File: config.mk
export PLATFORM = sky130hd
export DESIGN_NAME = pipe_hazard_ctrl
export DESIGN_NICKNAME = d
export VERILOG_FILES = /design/src/rtl/pipe_hazard_ctrl_pkg.sv /design/src/rtl/pipe_hazard_ctrl_sat_counter.sv /design/src/rtl/pipe_hazard_ctrl.sv
export SDC_FILE = /design/constraint.sdc
export NUM_CORES = 1
export LEC_CHECK = 0
export CAP_MARGIN = 20
export CORE_MARGIN = 8
export CORE_UTILIZATION = 40
export CTS_CLUSTER_SIZE = 16
export DETAILED_ROUTE_END_ITERATION = 10
export PLACE_DENSITY = 0.69
export SLEW_MARGIN = 10
export SYNTH_ARGS = -nofsm -noshare
export SYNTH_HDL_FRONTEND = slang
export SYNTH_SLANG_ARGS = --single-unit
File: constraint.sdc
create_clock -name clk -period 2.78 [get_ports clk]
set_input_delay 0.834 -clock clk [delete_from_list [all_inputs] [get_ports clk]]
set_output_delay 0.834 -clock clk [all_outputs]
set_load 0.02 [all_outputs]
File: src/rtl/pipe_hazard_ctrl_pkg.sv
// Shared control codes, FSM states and hazard helpers
// for the pipeline hazard controller.
package pipe_hazard_ctrl_pkg;

    typedef logic [1:0] ctrl_t;

    localparam ctrl_t CTRL_DEFAULT = 2'd0;
    localparam ctrl_t CTRL_BLOCK   = 2'd1;
    localparam ctrl_t CTRL_BUBBLE  = 2'd2;

    typedef enum logic {
        PHC_RUN     = 1'b0,
        PHC_MC_WAIT = 1'b1
    } phc_state_t;

    function automatic logic load_use(
        input logic [4:0] rs1,
        input logic [4:0] rs2,
        input logic       use1,
        input logic       use2,
        input logic [4:0] rd,
        input logic       wreg,
        input logic       is_load
    );
        logic hit1;
        logic hit2;
        hit1 = use1 && (rs1 == rd);
        hit2 = use2 && (rs2 == rd);
        return is_load && wreg && (rd != 5'd0) && (hit1 || hit2);
    endfunction

endpackage

File: src/rtl/pipe_hazard_ctrl_sat_counter.sv
// Saturating event counter with synchronous
// active-high reset.
module sat_counter #(
    parameter int W = 32
) (
    input  logic         clk,
    input  logic         rst,
    input  logic         inc,
    output logic [W-1:0] cnt
);

    always_ff @(posedge clk) begin
        if (rst) begin
            cnt <= '0;
        end else if (inc && (cnt != {W{1'b1}})) begin
            cnt <= cnt + 1'b1;
        end
    end

endmodule

File: src/rtl/pipe_hazard_ctrl.sv
// Pipeline hazard controller: stall, bubble and flush
// codes for every pipeline register, plus perf counters.
module pipe_hazard_ctrl
    import pipe_hazard_ctrl_pkg::*;
#(
    parameter int MC_TIMEOUT = 64,
    parameter int CNT_W      = 32
) (
    input  logic             clk,
    input  logic             rst,
    input  logic [4:0]       id_rs1_addr_i,
    input  logic [4:0]       id_rs2_addr_i,
    input  logic             id_use_rs1_i,
    input  logic             id_use_rs2_i,
    input  logic [4:0]       ex_rd_addr_i,
    input  logic             ex_wreg_i,
    input  logic             ex_is_load_i,
    input  logic             ex_branch_taken_i,
    input  logic             ex_mc_start_i,
    input  logic             ex_mc_done_i,
    input  logic             mem_wait_i,
    output logic [1:0]       pc_ctrl_o,
    output logic [1:0]       if_id_ctrl_o,
    output logic [1:0]       id_ex_ctrl_o,
    output logic [1:0]       ex_mem_ctrl_o,
    output logic [1:0]       mem_wb_ctrl_o,
    output logic             mc_timeout_o,
    output logic [CNT_W-1:0] stall_cnt_o,
    output logic [CNT_W-1:0] flush_cnt_o
);

    localparam int TW = (MC_TIMEOUT > 2) ? $clog2(MC_TIMEOUT) : 1;
    localparam logic [TW-1:0] TMO_LAST = TW'(MC_TIMEOUT - 1);

    phc_state_t    state_q;
    phc_state_t    state_d;
    logic [TW-1:0] tmo_cnt_q;
    logic          tmo_set;
    logic          lu;
    logic          mc_busy;
    logic          sel_mw;
    logic          sel_mc;
    logic          sel_br;
    logic          sel_lu;
    logic          stall_inc;

    assign lu = load_use(id_rs1_addr_i, id_rs2_addr_i,
                         id_use_rs1_i, id_use_rs2_i,
                         ex_rd_addr_i, ex_wreg_i, ex_is_load_i);

    assign mc_busy = (state_q == PHC_MC_WAIT)
                   ? !ex_mc_done_i
                   : (ex_mc_start_i && !ex_mc_done_i);

    // Mutually exclusive selects encode the priority order.
    assign sel_mw = !rst && mem_wait_i;
    assign sel_mc = !rst && !mem_wait_i && mc_busy;
    assign sel_br = !rst && !mem_wait_i && !mc_busy
                  && ex_branch_taken_i;
    assign sel_lu = !rst && !mem_wait_i && !mc_busy
                  && !ex_branch_taken_i && lu;

    always_ff @(posedge clk) begin
        if (rst) begin
            state_q <= PHC_RUN;
        end else begin
            state_q <= state_d;
        end
    end

    always_comb begin
        state_d = state_q;
        tmo_set = 1'b0;
        unique case (state_q)
            PHC_RUN: begin
                if (!mem_wait_i && ex_mc_start_i && !ex_mc_done_i) begin
                    state_d = PHC_MC_WAIT;
                end
            end
            PHC_MC_WAIT: begin
                if (!mem_wait_i) begin
                    if (ex_mc_done_i) begin
                        state_d = PHC_RUN;
                    end else if (tmo_cnt_q == TMO_LAST) begin
                        state_d = PHC_RUN;
                        tmo_set = 1'b1;
                    end
                end
            end
            default: state_d = PHC_RUN;
        endcase
    end

    always_comb begin
        pc_ctrl_o     = CTRL_DEFAULT;
        if_id_ctrl_o  = CTRL_DEFAULT;
        id_ex_ctrl_o  = CTRL_DEFAULT;
        ex_mem_ctrl_o = CTRL_DEFAULT;
        mem_wb_ctrl_o = CTRL_DEFAULT;
        unique case (1'b1)
            sel_mw: begin
                pc_ctrl_o     = CTRL_BLOCK;
                if_id_ctrl_o  = CTRL_BLOCK;
                id_ex_ctrl_o  = CTRL_BLOCK;
                ex_mem_ctrl_o = CTRL_BLOCK;
                mem_wb_ctrl_o = CTRL_BUBBLE;
            end
            sel_mc: begin
                pc_ctrl_o     = CTRL_BLOCK;
                if_id_ctrl_o  = CTRL_BLOCK;
                id_ex_ctrl_o  = CTRL_BLOCK;
                ex_mem_ctrl_o = CTRL_BUBBLE;
            end
            sel_br: begin
                if_id_ctrl_o  = CTRL_BUBBLE;
                id_ex_ctrl_o  = CTRL_BUBBLE;
            end
            sel_lu: begin
                pc_ctrl_o     = CTRL_BLOCK;
                if_id_ctrl_o  = CTRL_BLOCK;
                id_ex_ctrl_o  = CTRL_BUBBLE;
            end
            default: ;
        endcase
    end

    // Counter keeps running under mem_wait but parks at its last value.
    always_ff @(posedge clk) begin
        if (rst) begin
            tmo_cnt_q <= '0;
        end else if (state_q == PHC_RUN && state_d == PHC_MC_WAIT) begin
            tmo_cnt_q <= '0;
        end else if (state_q == PHC_MC_WAIT && tmo_cnt_q != TMO_LAST) begin
            tmo_cnt_q <= tmo_cnt_q + 1'b1;
        end
    end

    always_ff @(posedge clk) begin
        if (rst) begin
            mc_timeout_o <= 1'b0;
        end else if (tmo_set) begin
            mc_timeout_o <= 1'b1;
        end
    end

    assign stall_inc = (pc_ctrl_o == CTRL_BLOCK)
                    || (if_id_ctrl_o == CTRL_BLOCK)
                    || (id_ex_ctrl_o == CTRL_BLOCK)
                    || (ex_mem_ctrl_o == CTRL_BLOCK)
                    || (mem_wb_ctrl_o == CTRL_BLOCK);

    sat_counter #(.W(CNT_W)) u_stall_cnt (
        .clk (clk),
        .rst (rst),
        .inc (stall_inc),
        .cnt (stall_cnt_o)
    );

    sat_counter #(.W(CNT_W)) u_flush_cnt (
        .clk (clk),
        .rst (rst),
        .inc (sel_br),
        .cnt (flush_cnt_o)
    );

endmodule
==> results.cfg, run 1 <==
[grt]
grt_overflow = 0
grt_pass1_wl_um = 16200
grt.total_usage_pct = 15.4
antenna_found_initial = 0
grt_pass1_vias = 3433
grt_max_degree = 40

[yosys]
syn_area_mm2 = 0.00372
syn_inst = 428
ys_ff_latch = 72
synth_top_area_share_pct = 38.7
synth_edf_count = 0
synth.avg_cell_area_um2 = 8.70
ys_seq_area_share_pct = 38.7
async_reset_ff_share_pct = 0
synth_top_cell_by_area = dfxtp_1
synthTopCellsByArea = dfxtp_1 (39%), xnor2_1 (8.7%), nor2_1 (7.6%)
yosys_most_used_dff = dfxtp_1
yosysUniqueCellTypes = 51
yosys_warnings = 0

[clock_network]
cts_sinks = 72
clock_latency_ps = 340
hold_buffers = 0
cts_made_buffers = 9
cts_tree = yes
cts.clk_slew.worst_paths_ps = 70
cts_root_buf = clkbuf_8
clockBufferDepth = 2
h-tree-depth = 3

[cells_and_area]
fin_area_mm2 = 0.00528
final_core_util_pct = 57.6
layout_commonest_cell = nor2_1
diodes = 0
nets = 583
stdcell_count = 671
area_delta_synth_final_pct = 41.7
drive_above_1_share_pct = 18.0
final_cell_mix = nor2_1 (73), dfxtp_1 (72), clkdlybuf4s50_1 (71)

[status]
status = finished, violations left
violations = setup timing

[worst_setup_path]
path_class = input port to output pin
critPathBufInv = 4
cp.arrival_ps = 2150
cpMostUsedCell = buf_6
critPathLaunchType = input port
cp_slowest_cell = or4_4
cp.required_ps = 1950
path_cells = buf_6, or4_4, o211ai_2, nor3_2, a21oi_2, buf_12, inv_4, buf_6
critical_path.max_fanout = 4
cpPeakStageDelay_ps = 530
end_kind = output pin
crit_family = simple AND/OR/NAND/NOR gates

[timing]
clock.fmax_mhz = 335
finalClockSkew_ps = 12.0
rsz0062_at_grt = yes
setup_viol = 3
hold_slack_ps = 488
period_share_pct = 107
finalCriticalPeriod_ps = 2980
hold_violations = 0
drv_slew = 0
setup-tns-final_ps = -506
worst_slack_ps = -205

[route]
drtAntennaViolNets = 0
via_per_inst = 5.18
vias = 3474
wl_per_cell_um = 14.6
drt_iter0_drc = 98
dr.pass1.iters = 5
drc = 0
drt_wl_total_um = 9770

[pwr]
p_leak_nw = 1.95
cellPowerDensity_mw_per_mm2 = 389
vdd_drop_max_uv = 177
fin_total_pwr_mw = 2.05

[die]
io_pins = 100
core.rowCount = 35
initial_core_util_pct = 40.7
core_mm2 = 0.00915
fp.dieW_um = 112
die_h_um = 112
die_area_mm2 = 0.0127

[place]
dp_cells = 650
place_ws_ps = -966
dp_hpwl_um = 7390
gp_congestion = 0.796
dpl_cell_area_mm2 = 0.00497
numPortBuffers = 97

[hold_path]
hold_class = flip-flop to flip-flop

[job]
maxCapViolations = 0
-- per-layer routing --
| layer | up-vias | GRT usage [%] | wire [um] |
|---|---|---|---|
| met5 | - | 0 | 0 |
| met4 | 0 | 5.49 | 135 |
| met3 | 12 | 4.46 | 669 |
| met2 | 75 | 28.1 | 4920 |
| met1 | 1651 | 16.6 | 4050 |
| li1 | 1736 | - | - |
-- worst paths after layout --
kind / startpoint / to / slack (ps) / depth (start not counted)
setup reg to reg: u_flush_cnt.cnt[0] / u_flush_cnt.cnt[24] / 490 / 8
hold / removal: tmo_cnt_q[1] / tmo_cnt_q[1] / 490 / 2
setup / recovery: ex_rd_addr_i[4] / pc_ctrl_o[0] / -200 / 8
hold reg to reg: tmo_cnt_q[1] / tmo_cnt_q[1] / 490 / 2
-- state kept, by name (all words and copies together), names as in the netlist --
name,count
u_stall_cnt.cnt,32
u_flush_cnt.cnt,32
mc_timeout_o,1
tmo_cnt_q,6
state_q,1
-- worst min-delay path: cells and delay by family (launching register included) --
kind	cells	cell delay (ps)
AO/OA/AOI/OAI	1	50
flip-flops	1	330
AND/OR/NAND/NOR	1	60
-- where the power goes --
part,switching (mW),leakage [nW],internal (mW)
sequential,0.00822,0.580,1.04
combinational,0.0959,1.28,0.0998
clock,0.395,0.0973,0.416
total,0.499,1.95,1.55
-- cell type report --
cell class,instances,area (um2)
sequential,72,1440
clock buffer,11,131
inverter,10,42.5
timing repair buffer,132,1250
clock inverter,5,57.6
tap,111,139
fill,853,3880
multi-input combinational,330,2210
-- cell usage after synthesis (all sizes together), types with 3 or more instances --
master	number
and4	12
buf	12
xnor2	37
or3	3
nor2	75
dfxtp	72
nand2	25
a21oi	15
nor4	9
xor2	29
ha	3
nand4	26
nor3b	3
clkbuf	5
and3	9
inv	10
or2	3
a21o	3
nor3	22
nand3	30
o21ai	5
nand2b	3
-- what timing repair did --
item | CTS | global route
pin swaps | 13 | 8
endpoints found under the setup margin | 14 | 12
gates resized for setup | 85 | 5
setup buffers | 5 | 0
-- kinds of logic (layout without fill, tap and decap cells) --
| kind of cell | count (synthesis) | in the layout | share of synthesized area [%] |
|---|---|---|---|
| other | 1 | 2 | 0.101 |
| buffers and inverters | 27 | 158 | 3.80 |
| and+or+nand+nor | 226 | 226 | 34.3 |
| muxes | 3 | 3 | 0.941 |
| adders and majority gates | 3 | 3 | 1.01 |
| AOI/OAI and AO/OA | 30 | 30 | 5.61 |
| xor gates and xnor gates | 66 | 66 | 15.5 |
| DFF | 72 | 72 | 38.7 |
Power figures use the tool's default switching activity.
==> inputs of run 2 (changes only) <==
--- a/config.mk
+++ b/config.mk
@@ -6,7 +6,7 @@
 export NUM_CORES = 1
 export LEC_CHECK = 0
 export CAP_MARGIN = 20
-export CORE_MARGIN = 8
+export CORE_MARGIN = 5
 export CORE_UTILIZATION = 40
 export CTS_CLUSTER_SIZE = 16
 export DETAILED_ROUTE_END_ITERATION = 10
==> run 2 against run 1 <==
Compared with the run above: the run still ends with setup timing left; die area decreased by 10%; via count grew 0.14%; total power shrank 5.3%; flip-flop and latch count did not move; final cell count fell by 0.45%; first-iteration DRC count down 20%; combinational power decreased by 2%; clock skew is essentially flat; sequential share of layout area is 0.26 points higher; register-to-register slack about the same; critical endpoint is now if_id_ctrl_o[0]; highest routed layer unchanged.
==> results.cfg, run 2 (synthesis results as in run 1) <==
[status]
status = finished, violations left
violations = setup timing

[pwr]
p_leak_nw = 1.93
cellPowerDensity_mw_per_mm2 = 371
vdd_drop_max_uv = 221
fin_total_pwr_mw = 1.94

[worst_setup_path]
path_cells = buf_2, or4_4, o211ai_2, nor3_2, a21oi_4, inv_2, buf_6
critical_path.max_fanout = 4
r2r_start = state_q
cp.required_ps = 1950
cp_slowest_cell = or4_4
path_class = input port to output pin
cpPeakStageDelay_ps = 510
critPathBufInv = 3
critPathLaunchType = input port
end_kind = output pin
r2r-end = u_stall_cnt.cnt[17]
reg2reg_setup_slack_ps = 480
cp.arrival_ps = 2140
worstRegToRegCells = 9
crit_family = simple AND/OR/NAND/NOR gates

[clock_network]
h-tree-depth = 3
clockBufferDepth = 2
cts_root_buf = clkbuf_8
hold_buffers = 0
cts_tree = yes
clock_latency_ps = 340
cts_made_buffers = 9
cts.clk_slew.worst_paths_ps = 70
cts_sinks = 72

[grt]
grt_max_degree = 35
grt_pass1_vias = 3432
grt_overflow = 0
grt.total_usage_pct = 16.9
antenna_found_initial = 0
grt_pass1_wl_um = 15800

[timing]
worst_slack_ps = -198
rsz0062_at_grt = yes
period_share_pct = 107
hold_violations = 0
setup_viol = 5
setup-tns-final_ps = -559
clock.fmax_mhz = 336
finalCriticalPeriod_ps = 2980
drv_slew = 0
finalClockSkew_ps = 12.3

[die]
core.rowCount = 35
fp.dieW_um = 106
core_mm2 = 0.00915
die_h_um = 106
initial_core_util_pct = 40.7
die_area_mm2 = 0.0113
io_pins = 100

[route]
drt_iter0_drc = 78
drtAntennaViolNets = 0
wl_per_cell_um = 14.4
drt_wl_total_um = 9630
via_per_inst = 5.21
dr.pass1.iters = 4
vias = 3479
drc = 0

[hold_path]
hold_end = mc_timeout_o
hold_path.startpoint = mc_timeout_o
min_path_cells = 2
hold_class = flip-flop to flip-flop

[place]
numPortBuffers = 97
gp_congestion = 0.833
dp_hpwl_um = 7090

[cells_and_area]
largest_registers = u_flush_cnt.cnt x32, u_stall_cnt.cnt x32, tmo_cnt_q x6
final_cell_mix = clkdlybuf4s50_1 (76), nor2_1 (74), dfxtp_1 (72)
area_delta_synth_final_pct = 40.4
layout_commonest_cell = clkdlybuf4s50_1
diodes = 0
drive_above_1_share_pct = 17.1
nets = 580

[job]
maxCapViolations = 0
==> run 2: cell count changes in the layout (fill, tap and decap cells not counted), sizes merged, moves of 2 or more <==
cell	delta
buf	-7
clkbuf	+2
clkdlybuf4s50	+5
dlygate4sd2	-6
dlymetal6s2s	+2
==> run 2: worst max-delay path by stage <==
stage                    startpoint  cells past startpoint               to
finish              ex_rd_addr_i[3]                      7  if_id_ctrl_o[0]
global route        ex_rd_addr_i[4]                      7  if_id_ctrl_o[0]
CTS                 ex_rd_addr_i[4]                      8  if_id_ctrl_o[0]
detailed placement  ex_rd_addr_i[0]                      8     pc_ctrl_o[0]
global placement    ex_rd_addr_i[0]                      8  if_id_ctrl_o[0]
floorplan           ex_rd_addr_i[0]                      7  if_id_ctrl_o[0]
==> run 2: worst register-to-register path, delay by kind of cell, from the launching register on <==
kind            cells  cell delay (ps)
compound gates      3              470
flops               1              340
simple gates        3              770
mux                 1              320
buf+inv             2              300
==> run 2: repair_timing <==
item                                    CTS  global route
gates cloned                              0             1
buffers inserted                          3             2
endpoints found under the setup margin   16            10
pin swaps                                 9             8
gates resized for setup                  51            16
==> run 2: per-stage QoR <==
step	area [um2]	util (%)	worst slack (ps)	cells	hold WS, ps
finish	5230	57.1	-198	668	481
global route	5230	57.1	-231	668	512
CTS	5170	56.5	-241	666	491
detailed placement	4980	54.4	-993	649	474
global placement	4980	54.4	-972	649	464
floorplan	3740	-	-148	429	454
==> run 2: area by class of cell <==
type,count,area (um2)
clock buffers,10,128
clock inverters,6,36.3
fillers,855,3930
inverters,10,40.0
multi-input cells,330,2200
flip-flops and latches,72,1440
well taps,111,139
repair buffers,129,1240
==> run 2: metal layers <==
layer,global-route usage (%),up-vias,wire [um]
met5,0,-,0
met4,4.20,0,134
met3,4.68,15,526
met2,30.2,89,4860
met1,20.0,1647,4110
li1,-,1728,-
==> run 2: where the power goes <==
group	internal [mW]	switching [mW]
combinational	0.0974	0.0950
clock	0.319	0.386
sequential	1.04	0.00825
==> inputs of run 3 (changes only) <==
--- a/config.mk
+++ b/config.mk
@@ -10,7 +10,7 @@
 export CORE_UTILIZATION = 40
 export CTS_CLUSTER_SIZE = 16
 export DETAILED_ROUTE_END_ITERATION = 10
-export PLACE_DENSITY = 0.69
+export PLACE_DENSITY = 0.66
 export SLEW_MARGIN = 10
 export SYNTH_ARGS = -nofsm -noshare
 export SYNTH_HDL_FRONTEND = slang
==> constraint.sdc (replaced) <==
create_clock -name clk -period 3.33 [get_ports clk]
set_input_delay 0.999 -clock clk [delete_from_list [all_inputs] [get_ports clk]]
set_output_delay 0.999 -clock clk [all_outputs]
set_load 0.02 [all_outputs]
==> run 3 against run 2 <==
Compared with the run above: the flow now finishes without violations; total power decreased by 4.2%; flip-flop and latch count is the same; clock power grew 20%; routed wire length down 4.8%; final cell count decreased by 1.5%.
==> results.cfg, run 3 (synthesis results as in run 1) <==
[timing]
rsz0062_at_grt = yes
slew_headroom_pct = 65.6
finalCriticalPeriod_ps = 3320
hold_violations = 0
finalClockSkew_ps = 8.75
period_share_pct = 99.8
setup_viol = 0
drv_slew = 0
clock.fmax_mhz = 301
tightest_slew_ps = 517

[worst_setup_path]
cp.required_ps = 2330
cp_slowest_cell = or4_4
critPathBufInv = 3
crit_family = simple AND/OR/NAND/NOR gates
cp.arrival_ps = 2320
cpMostUsedCell = buf_6
critical_path.max_fanout = 3
path_class = input port to output pin
cpPeakStageDelay_ps = 540
critical_path.startpoint = ex_rd_addr_i[4]
critPathLaunchType = input port
r2r_start = state_q
end_kind = output pin
path_cells = buf_6, or4_4, o211ai_2, nor3_2, a21oi_2, inv_1, buf_6

[clock_network]
cts_made_buffers = 9
cts_root_buf = clkbuf_8
clockBufferDepth = 2
h-tree-depth = 3
post_cts.repair.setup_buffers = 0
cts.clk_slew.worst_paths_ps = 70
cts_tree = yes
cts_sinks = 72
clock_latency_ps = 340

[pwr]
power_frac_comb_pct = 7.6
p_leak_nw = 1.85
cellPowerDensity_mw_per_mm2 = 362
p_clk_share_pct = 45.5
seqPwrFrac_pct = 46.9
fin_total_pwr_mw = 1.86
intPower_mw = 1.45
p_sw_uw = 407
switching_share_pct = 21.9
vdd_drop_max_uv = 207

[die]
io_pins = 100
die_h_um = 106
fp.dieW_um = 106
die_area_mm2 = 0.0113
core_mm2 = 0.00915
initial_core_util_pct = 40.7
core.rowCount = 35

[place]
numPortBuffers = 97
dp_hpwl_um = 6830
dp_cells = 642
gp_congestion = 0.832
dpl_cell_area_mm2 = 0.00489

[grt]
grt.total_usage_pct = 16.4
grt_pass1_vias = 3384
grt_overflow = 0
grt_max_degree = 50
grt_pass1_wl_um = 15400
antenna_found_initial = 0

[route]
vias = 3377
dr.pass1.iters = 4
drtAntennaViolNets = 0
drt_iter0_drc = 90
drc = 0
drt_wl_total_um = 9170
wl_per_cell_um = 13.9
via_per_inst = 5.13

[cells_and_area]
stdcell_count = 658
nFillCells = 844
diodes = 0
nets = 570
largest_registers = u_flush_cnt.cnt x32, u_stall_cnt.cnt x32, tmo_cnt_q x6
final_cell_mix = clkdlybuf4s50_1 (82), nor2_1 (74), dfxtp_1 (72)
drive_above_1_share_pct = 14.4
layout_commonest_cell = clkdlybuf4s50_1
fin_area_mm2 = 0.00514
area_delta_synth_final_pct = 38.0

[job]
maxCapViolations = 0

[hold_path]
hold_path.startpoint = mc_timeout_o
hold_class = flip-flop to flip-flop

[status]
status = complete, no violations
run 3: changes by cell type in the layout (fill, tap and decap cells not counted), sizes merged:
cell	before	now
buf	38	30
clkdlybuf4s50	76	82
dlymetal6s2s	4	0
bufinv	0	3
clkinv	5	2
clkdlybuf4s15	3	1
clkinvlp	1	0
dlygate4sd2	5	4
run 3: area by class of cell:
cell class / instances / area (um2) / share of cell area, %
multi-input cells: 330 / 2160 / 42.1
flip-flops and latches: 72 / 1440 / 28.0
repair buffers: 119 / 1110 / 21.7
clock buffers: 11 / 141 / 2.75
well taps: 111 / 139 / 2.70
clock inverters: 5 / 104 / 2.02
inverters: 10 / 37.5 / 0.730
run 3: timing repair:
item                                    CTS  global route
pin swaps                                 5             3
hold buffers                              0             0
endpoints found under the setup margin    8             6
gates resized for setup                  46             8
run 3: worst paths after layout:
path	slack, ps	depth (start not counted)	to
max	7	7	if_id_ctrl_o[0]
min	490	2	mc_timeout_o
max reg2reg	980	8	u_stall_cnt.cnt[17]
min reg2reg	490	2	mc_timeout_o
run 3: per-layer routing:
layer / routed length (um) / GRT usage [%] / vias up / share of wire, %
li1: - / - / 1716 / -
met1: 4250 / 20.9 / 1586 / 46
met2: 4420 / 27.4 / 63 / 48
met3: 388 / 3.58 / 12 / 4.2
met4: 112 / 5.57 / 0 / 1.2
met5: 0 / 0 / - / 0
run 3: worst reg2reg max path: cells and delay by family, from the launching register on:
kind / cells / cell delay (ps)
buffers and inverters: 2 / 390
and+or+nand+nor: 2 / 620
AOI/OAI and AO/OA: 3 / 430
DFF: 1 / 480
muxes: 1 / 330
run 3: stage by stage:
| stage | worst slack (ps) | TNS [ps] | utilization (%) | hold slack (ps) |
|---|---|---|---|---|
| after floorplan | 35.7 | 0 | - | 454 |
| after global placement | -735 | -4380 | 53.5 | 456 |
| after detailed placement | -787 | -4930 | 53.5 | 472 |
| after CTS | -49.8 | -140 | 56.1 | 489 |
| after global routing | -37.2 | -98.3 | 56.2 | 520 |
| final | 6.70 | 0 | 56.2 | 490 |
run 3: power by group through the flow:
| stage | Sequential, mW | Clock (mW) | Combinational (mW) |
|---|---|---|---|
| global route | 0.874 | 0.906 | 0.154 |
| detailed placement | 0.892 | 0 | 0.143 |
| global placement | 0.892 | 0 | 0.141 |
| floorplan | 0.894 | 0 | 0.0722 |
| CTS | 0.872 | 0.869 | 0.142 |
| finish | 0.872 | 0.847 | 0.141 |
